[config.mk]
export PLATFORM = sky130hd
export DESIGN_NAME = synapse_arbiter
export DESIGN_NICKNAME = d
export VERILOG_FILES = /design/src/rtl/synapse_arbiter.sv
export SDC_FILE = /design/constraint.sdc
export NUM_CORES = 1
export LEC_CHECK = 0
export BUFFER_PORTS_ARGS = -buffer_cell sky130_fd_sc_hd__buf_2
export CELL_PAD_IN_SITES_DETAIL_PLACEMENT = 0
export CELL_PAD_IN_SITES_GLOBAL_PLACEMENT = 2
export CORE_AREA = 2 2 87 89
export DETAILED_ROUTE_END_ITERATION = 7
export DIE_AREA = 0 0 89 91
export PLACE_DENSITY_LB_ADDON = 0.25
export SLEW_MARGIN = 20
export SYNTH_ARGS = -nofsm -noshare
export SYNTH_HDL_FRONTEND = slang
export SYNTH_SLANG_ARGS = --single-unit
[constraint.sdc]
create_clock -name clk -period 3.5 [get_ports clk]
set_input_delay 0.35 -clock clk [delete_from_list [all_inputs] [get_ports clk]]
set_output_delay 0.35 -clock clk [all_outputs]
set_load 0.01 [all_outputs]
[src/rtl/synapse_arbiter.sv]
// synapse_arbiter: round-robin arbiter that accumulates synaptic weights over a
// timestep of TICK_LEN cycles and issues the saturated sum as I_syn for one cycle.
// Optional refractory behaviour (spike_pend, REFRAC state, drop_cnt) is compiled
// in when the macro SYNAPSE_REFRACTORY_EN is defined; the default build omits it.
module synapse_arbiter #(
  parameter int N_REQ      = 4,
  parameter int W          = 8,
  parameter int TICK_LEN   = 16,
  parameter int REFRAC_LEN = 4
) (
  input  logic               clk,
  input  logic               reset,
  input  logic               enable,
  input  logic [N_REQ-1:0]   req,
  input  logic [N_REQ*W-1:0] weight,
  input  logic               spike_in,
  output logic [N_REQ-1:0]   ack,
  output logic [W-1:0]       i_syn,
  output logic               i_syn_valid,
  output logic               sat_flag,
  output logic [7:0]         drop_cnt,
  output logic               busy
);

  localparam int              PTR_W     = (N_REQ > 1) ? $clog2(N_REQ) : 1;
  localparam logic [PTR_W-1:0] PTR_LAST = PTR_W'(N_REQ - 1);
  localparam logic [7:0]      TICK_LAST = 8'(TICK_LEN - 1);

  typedef enum logic [1:0] {
    S_IDLE   = 2'd0,
    S_ACCUM  = 2'd1,
    S_ISSUE  = 2'd2,
    S_REFRAC = 2'd3
  } state_t;

  state_t state_q, state_d;

  logic [PTR_W-1:0] ptr_q, ptr_d;
  logic [W-1:0]     acc_q, acc_d;
  logic             sat_pend_q, sat_pend_d;
  logic [7:0]       tick_q, tick_d;
  logic [W-1:0]     i_syn_q, i_syn_d;
  logic             sat_flag_q, sat_flag_d;

  logic             gnt_found;
  logic [PTR_W-1:0] gnt_idx;
  logic [N_REQ-1:0] gnt_oh;
  logic [W-1:0]     gnt_w;
  logic             grant_en;
  logic             gnt;
  logic [W:0]       sum_sat;

`ifdef SYNAPSE_REFRACTORY_EN
  localparam logic [7:0] REFRAC_LAST = 8'(REFRAC_LEN - 1);

  logic       spike_pend_q, spike_pend_d;
  logic [7:0] refrac_q, refrac_d;
  logic [7:0] drop_q, drop_d;

  // Counter increment that sticks at its maximum value.
  function automatic logic [7:0] sat_inc8(input logic [7:0] c);
    sat_inc8 = (c == 8'hFF) ? c : c + 8'd1;
  endfunction
`endif

  // Unsigned add clamped to 2^W-1; MSB of the result flags that clamping occurred.
  function automatic logic [W:0] sat_add(input logic [W-1:0] a, input logic [W-1:0] b);
    logic [W:0] sum;
    sum = {1'b0, a} + {1'b0, b};
    if (sum[W]) sat_add = {1'b1, {W{1'b1}}};
    else        sat_add = sum;
  endfunction

  // Round-robin search: first pass from the pointer upward, second pass wraps to 0.
  always_comb begin
    gnt_found = 1'b0;
    gnt_idx   = '0;
    gnt_oh    = '0;
    gnt_w     = '0;
    for (int i = 0; i < N_REQ; i++) begin
      if (!gnt_found && req[i] && (i >= int'(ptr_q))) begin
        gnt_found = 1'b1;
        gnt_idx   = PTR_W'(i);
        gnt_oh[i] = 1'b1;
        gnt_w     = weight[i*W +: W];
      end
    end
    for (int i = 0; i < N_REQ; i++) begin
      if (!gnt_found && req[i]) begin
        gnt_found = 1'b1;
        gnt_idx   = PTR_W'(i);
        gnt_oh[i] = 1'b1;
        gnt_w     = weight[i*W +: W];
      end
    end
  end

`ifdef SYNAPSE_REFRACTORY_EN
  assign grant_en = (state_q == S_ACCUM) || (state_q == S_REFRAC);
`else
  assign grant_en = (state_q == S_ACCUM);
`endif
  assign gnt = grant_en && gnt_found;

  // FSM state register.
  always_ff @(posedge clk or posedge reset) begin
    if (reset) state_q <= S_IDLE;
    else       state_q <= state_d;
  end

  // FSM next-state logic; a falling enable only takes effect at timestep boundaries.
  always_comb begin
    state_d = state_q;
    case (state_q)
      S_IDLE:  if (enable) state_d = S_ACCUM;
      S_ACCUM: if (tick_q == TICK_LAST) state_d = S_ISSUE;
      S_ISSUE: begin
`ifdef SYNAPSE_REFRACTORY_EN
        if (spike_pend_q) state_d = S_REFRAC;
        else              state_d = enable ? S_ACCUM : S_IDLE;
`else
        state_d = enable ? S_ACCUM : S_IDLE;
`endif
      end
`ifdef SYNAPSE_REFRACTORY_EN
      S_REFRAC: if (refrac_q == REFRAC_LAST) state_d = enable ? S_ACCUM : S_IDLE;
`endif
      default: state_d = S_IDLE;
    endcase
  end

  // FSM outputs: grant only while arbitrating, valid pulse in ISSUE, busy outside IDLE.
  always_comb begin
    ack         = gnt ? gnt_oh : '0;
    i_syn_valid = (state_q == S_ISSUE);
    busy        = (state_q != S_IDLE);
  end

  // Datapath next-state: pointer advance, saturating accumulation, I_syn capture.
  always_comb begin
    ptr_d      = ptr_q;
    acc_d      = acc_q;
    sat_pend_d = sat_pend_q;
    tick_d     = tick_q;
    i_syn_d    = i_syn_q;
    sat_flag_d = sat_flag_q;
    sum_sat    = '0;
    if (gnt) ptr_d = (gnt_idx == PTR_LAST) ? '0 : gnt_idx + 1'b1;
    case (state_q)
      S_IDLE: begin
        acc_d      = '0;
        sat_pend_d = 1'b0;
        tick_d     = '0;
      end
      S_ACCUM: begin
        if (gnt) begin
          sum_sat    = sat_add(acc_q, gnt_w);
          acc_d      = sum_sat[W-1:0];
          sat_pend_d = sat_pend_q | sum_sat[W];
        end
        tick_d = tick_q + 8'd1;
        // The last grant of the timestep is folded in before capture.
        if (tick_q == TICK_LAST) begin
          i_syn_d    = acc_d;
          sat_flag_d = sat_pend_d;
        end
      end
      S_ISSUE: begin
        acc_d      = '0;
        sat_pend_d = 1'b0;
        tick_d     = '0;
      end
      default: ;
    endcase
  end

  // Datapath registers; reset discards any partial accumulation.
  always_ff @(posedge clk or posedge reset) begin
    if (reset) begin
      ptr_q      <= '0;
      acc_q      <= '0;
      sat_pend_q <= 1'b0;
      tick_q     <= '0;
      i_syn_q    <= '0;
      sat_flag_q <= 1'b0;
    end else begin
      ptr_q      <= ptr_d;
      acc_q      <= acc_d;
      sat_pend_q <= sat_pend_d;
      tick_q     <= tick_d;
      i_syn_q    <= i_syn_d;
      sat_flag_q <= sat_flag_d;
    end
  end

  assign i_syn    = i_syn_q;
  assign sat_flag = sat_flag_q;

`ifdef SYNAPSE_REFRACTORY_EN
  // Refractory next-state: latch spikes, count REFRAC cycles, count dropped weights.
  always_comb begin
    spike_pend_d = spike_pend_q;
    refrac_d     = refrac_q;
    drop_d       = drop_q;
    if (((state_q == S_ACCUM) || (state_q == S_ISSUE)) && spike_in) spike_pend_d = 1'b1;
    // Entering REFRAC consumes the pending spike, even if another arrives this cycle.
    if ((state_q == S_ISSUE) && (state_d == S_REFRAC)) spike_pend_d = 1'b0;
    if (state_q == S_REFRAC) begin
      refrac_d = (refrac_q == REFRAC_LAST) ? 8'd0 : refrac_q + 8'd1;
      if (gnt) drop_d = sat_inc8(drop_q);
    end
  end

  // Refractory registers.
  always_ff @(posedge clk or posedge reset) begin
    if (reset) begin
      spike_pend_q <= 1'b0;
      refrac_q     <= '0;
      drop_q       <= '0;
    end else begin
      spike_pend_q <= spike_pend_d;
      refrac_q     <= refrac_d;
      drop_q       <= drop_d;
    end
  end

  assign drop_cnt = drop_q;
`else
  localparam int unused_refrac_len = REFRAC_LEN;
  logic unused_spike;
  assign unused_spike = spike_in;
  assign drop_cnt     = '0;
`endif

endmodule
==> results.md <==
* Synth Flop Type: dfrtp_1
* Buf/Inv on CP at 2
* Routed Antenna Nets at 0
* Post-Syn Area per Cell at 9.50 um^2
* Largest net degree at the start of global routing at 31
* Fin nets at 328
* Top-count cell post-synth: dfrtp_1
* Width of the die at 89 um
* Clock skew at 7.20 ps
* CP Launch Type: flip-flop
* Reg area at 751 um^2
* # diodes at 0
* HP Class: primary input to async pin
* CTS Sinks at 30
* Critical path type: flip-flop to flip-flop
* Final Hold Fails at 0
* Async SR Flop Fraction at 100%
* Tcrit/Tclk final at 92.1%
* Via count at 1836
* Met2 WL at 2130 um
* TritonCTS Buffers at 5
* WL final at 5150 um
* Top Metal Used: met4
* Final Slew Violations at 0
* Setup tns final at 0 ps
* First-pass GRT wire length at 8710 um
* Htree depth at 2
* Setup Viol. Count Final at 0
* RSZ-0062 raised after global routing: false
* Crit path required time at 3640 ps
* RR Endpoint: i_syn[7]
* Crit-path cells: inv_2 > o221a_1 > a22o_1 > a221o_1 > ha_1 > inv_1 > fa_1 > nor2b_1 > o21a_1 > or4_1 > a21oi_1 > o31ai_1
* Number of synthesized flops with an enable pin at 0
* Max incr delay on CP at 490 ps
* Fill count at 765
* Synth Register Bits at 30
* Cell Area, Synth at 2170 um^2
* Synthesized instance count at 228
* Maximum fanout along the worst path at 11
* Drt drc at 0
* Post-CTS Resized at 0
* Fin crit period at 3220 ps
* Layout area overhead at 18.0%
* Num ports at 63
* Ranking of synthesized cells by area: dfrtp_1 35%, ha_1 5.2%, a221o_1 3.7%, buf_4 3.5%, a22o_1 3.2%
* Worst reg-to-reg setup slack at 280 ps
* Metal-1 WL at 2550 um
* Power, Total at 2.34 mW
* CTS tree: done
* GRT Residual Overflow at 0
* Worst EP arrival at 3370 ps
* Status: complete, no violations
* CP top delay family: compound AO/OA/AOI/OAI gates
* GP Congestion at 0.839
* Yosys top cell by area: dfrtp_1
* I/O Buffers at 53
* Layout cells sized above 1 at 28.7%
* Slew headroom at 63.2%
* Synth top area share at 34.6%
* Core Area at 7140 um^2
* CP endpoint kind: flip-flop
* Slowest stage cell, crit path: dfrtp_1
* Max clock buf depth at 2
* Post-CTS Hold Buffers at 0
* Total GRT Usage at 13.6%
* Die area at 8100 um^2
* WL/cell at 13.6 um
* Count of cell types in the netlist at 58
* Root buffer cell: clkbuf_8
* Multi-input logic area at 1280 um^2
* Initial antenna violation count at 0
* Worst-skew pair later-pin latency at 280 ps
* Via/cell ratio at 4.86
* Clk slew on worst S/H paths at 70 ps
* Stages on worst setup path at 12
* Fmax at 310 MHz
* DR pass1 iterations at 4
* Register area share after synthesis at 34.6%
* Setup bufs post-CTS at 0
* Slew of the pin with the lowest slew margin at 551 ps
* Met3 routed WL at 343 um
* Worst R2R Path Depth at 12
* Leakage power at 1.17 nW
* Number of global-route vias before repair at 1824
* Max cap viols at 0
* Post-DP HPWL at 3920 um
* Reg2reg start: ptr_q[1]
* Yosys warns at 0
* Die height at 91 um
* Synth top cells by count: 30 x dfrtp_1, 16 x nor2_1, 11 x nand2_1
* Drt first-iter violations at 89
* Power per Cell Area at 917 nW/um^2
* Row cnt at 31
* Initial Utilization at 30.4%
* Worst vdd ir at 0.239 mV
## through the flow
step / std cells / util, % / setup slack [ps] / cell area [um^2] / hold slack [ps]
5_1_grt: 378 / 35.8 / 51.9 / 2560 / 190
2_1_floorplan: 235 / - / 555 / 2190 / 441
4_1_cts: 378 / 35.8 / 268 / 2560 / 163
3_5_place_dp: 370 / 34.5 / 212 / 2460 / 461
6_report: 378 / 35.8 / 276 / 2560 / 145
3_3_place_gp: 370 / 34.5 / 223 / 2460 / 460
## logic make-up after synthesis
family | share of synthesized area, %
xor gates and xnor gates | 3.64
buffers and inverters | 7.68
muxes | 1.44
adders and majority gates | 6.12
and+or+nand+nor | 21.4
other | 0.173
DFF | 34.6
AOI/OAI and AO/OA | 24.9
## worst max-delay path by stage
stage,endpoint,slack (ps),from
final,i_syn[7],280,ptr_q[1]
after global routing,i_syn[4],50,ptr_q[0]
after CTS,i_syn[7],270,ptr_q[1]
after detailed placement,acc_q[6],210,req[0]
after global placement,i_syn[7],220,req[0]
after floorplan,i_syn[7],550,ptr_q[1]
## power by group
group          switching [mW]  internal (mW)  total, mW  leakage (nW)
Sequential              0.132          0.500      0.632         0.349
Combinational           0.762          0.657       1.42         0.773
Clock                   0.134          0.159      0.292        0.0482
Total                    1.03           1.32       2.34          1.17
## layout by cell type (no fill, tap or decap), drive strengths merged, types with 6 or more instances in the layout
master  count
buf        56
dfrtp      30
nor2       18
nand2      11
a21oi      11
and2       11
o21ai      10
ha          9
a22o        9
a221o       8
conb        8
nor2b       7
xnor2       7
inv         7
clkbuf      7
nor3b       6
o31ai       6
## per-layer routing
metal,vias to the layer above,track usage [%]
met2,70,19.8
met5,-,0
met1,823,19.2
met4,0,5.10
li1,932,-
met3,11,3.27
## worst min-delay path: cells and delay by family
family / cells / cell delay, ps
buffers and inverters: 3 / 480
## layout make-up
class / count / share of cell area [%]
Clock buffer: 7 / 3.38
Clock inverter: 1 / 0.196
Inverter: 7 / 1.03
Multi-Input combinational cell: 178 / 49.9
Sequential cell: 30 / 29.4
Tap cell: 99 / 4.85
Timing Repair Buffer: 56 / 11.3
## state kept, by name, summed over array words and instances, names as in the netlist
| register | flops |
|---|---|
| sat_pend_q | 1 |
| tick_q | 8 |
| acc_q | 8 |
| sat_flag | 1 |
| i_syn | 8 |
| ptr_q | 2 |
| state_q | 2 |
Note: power is estimated with default switching activity, not from simulation.
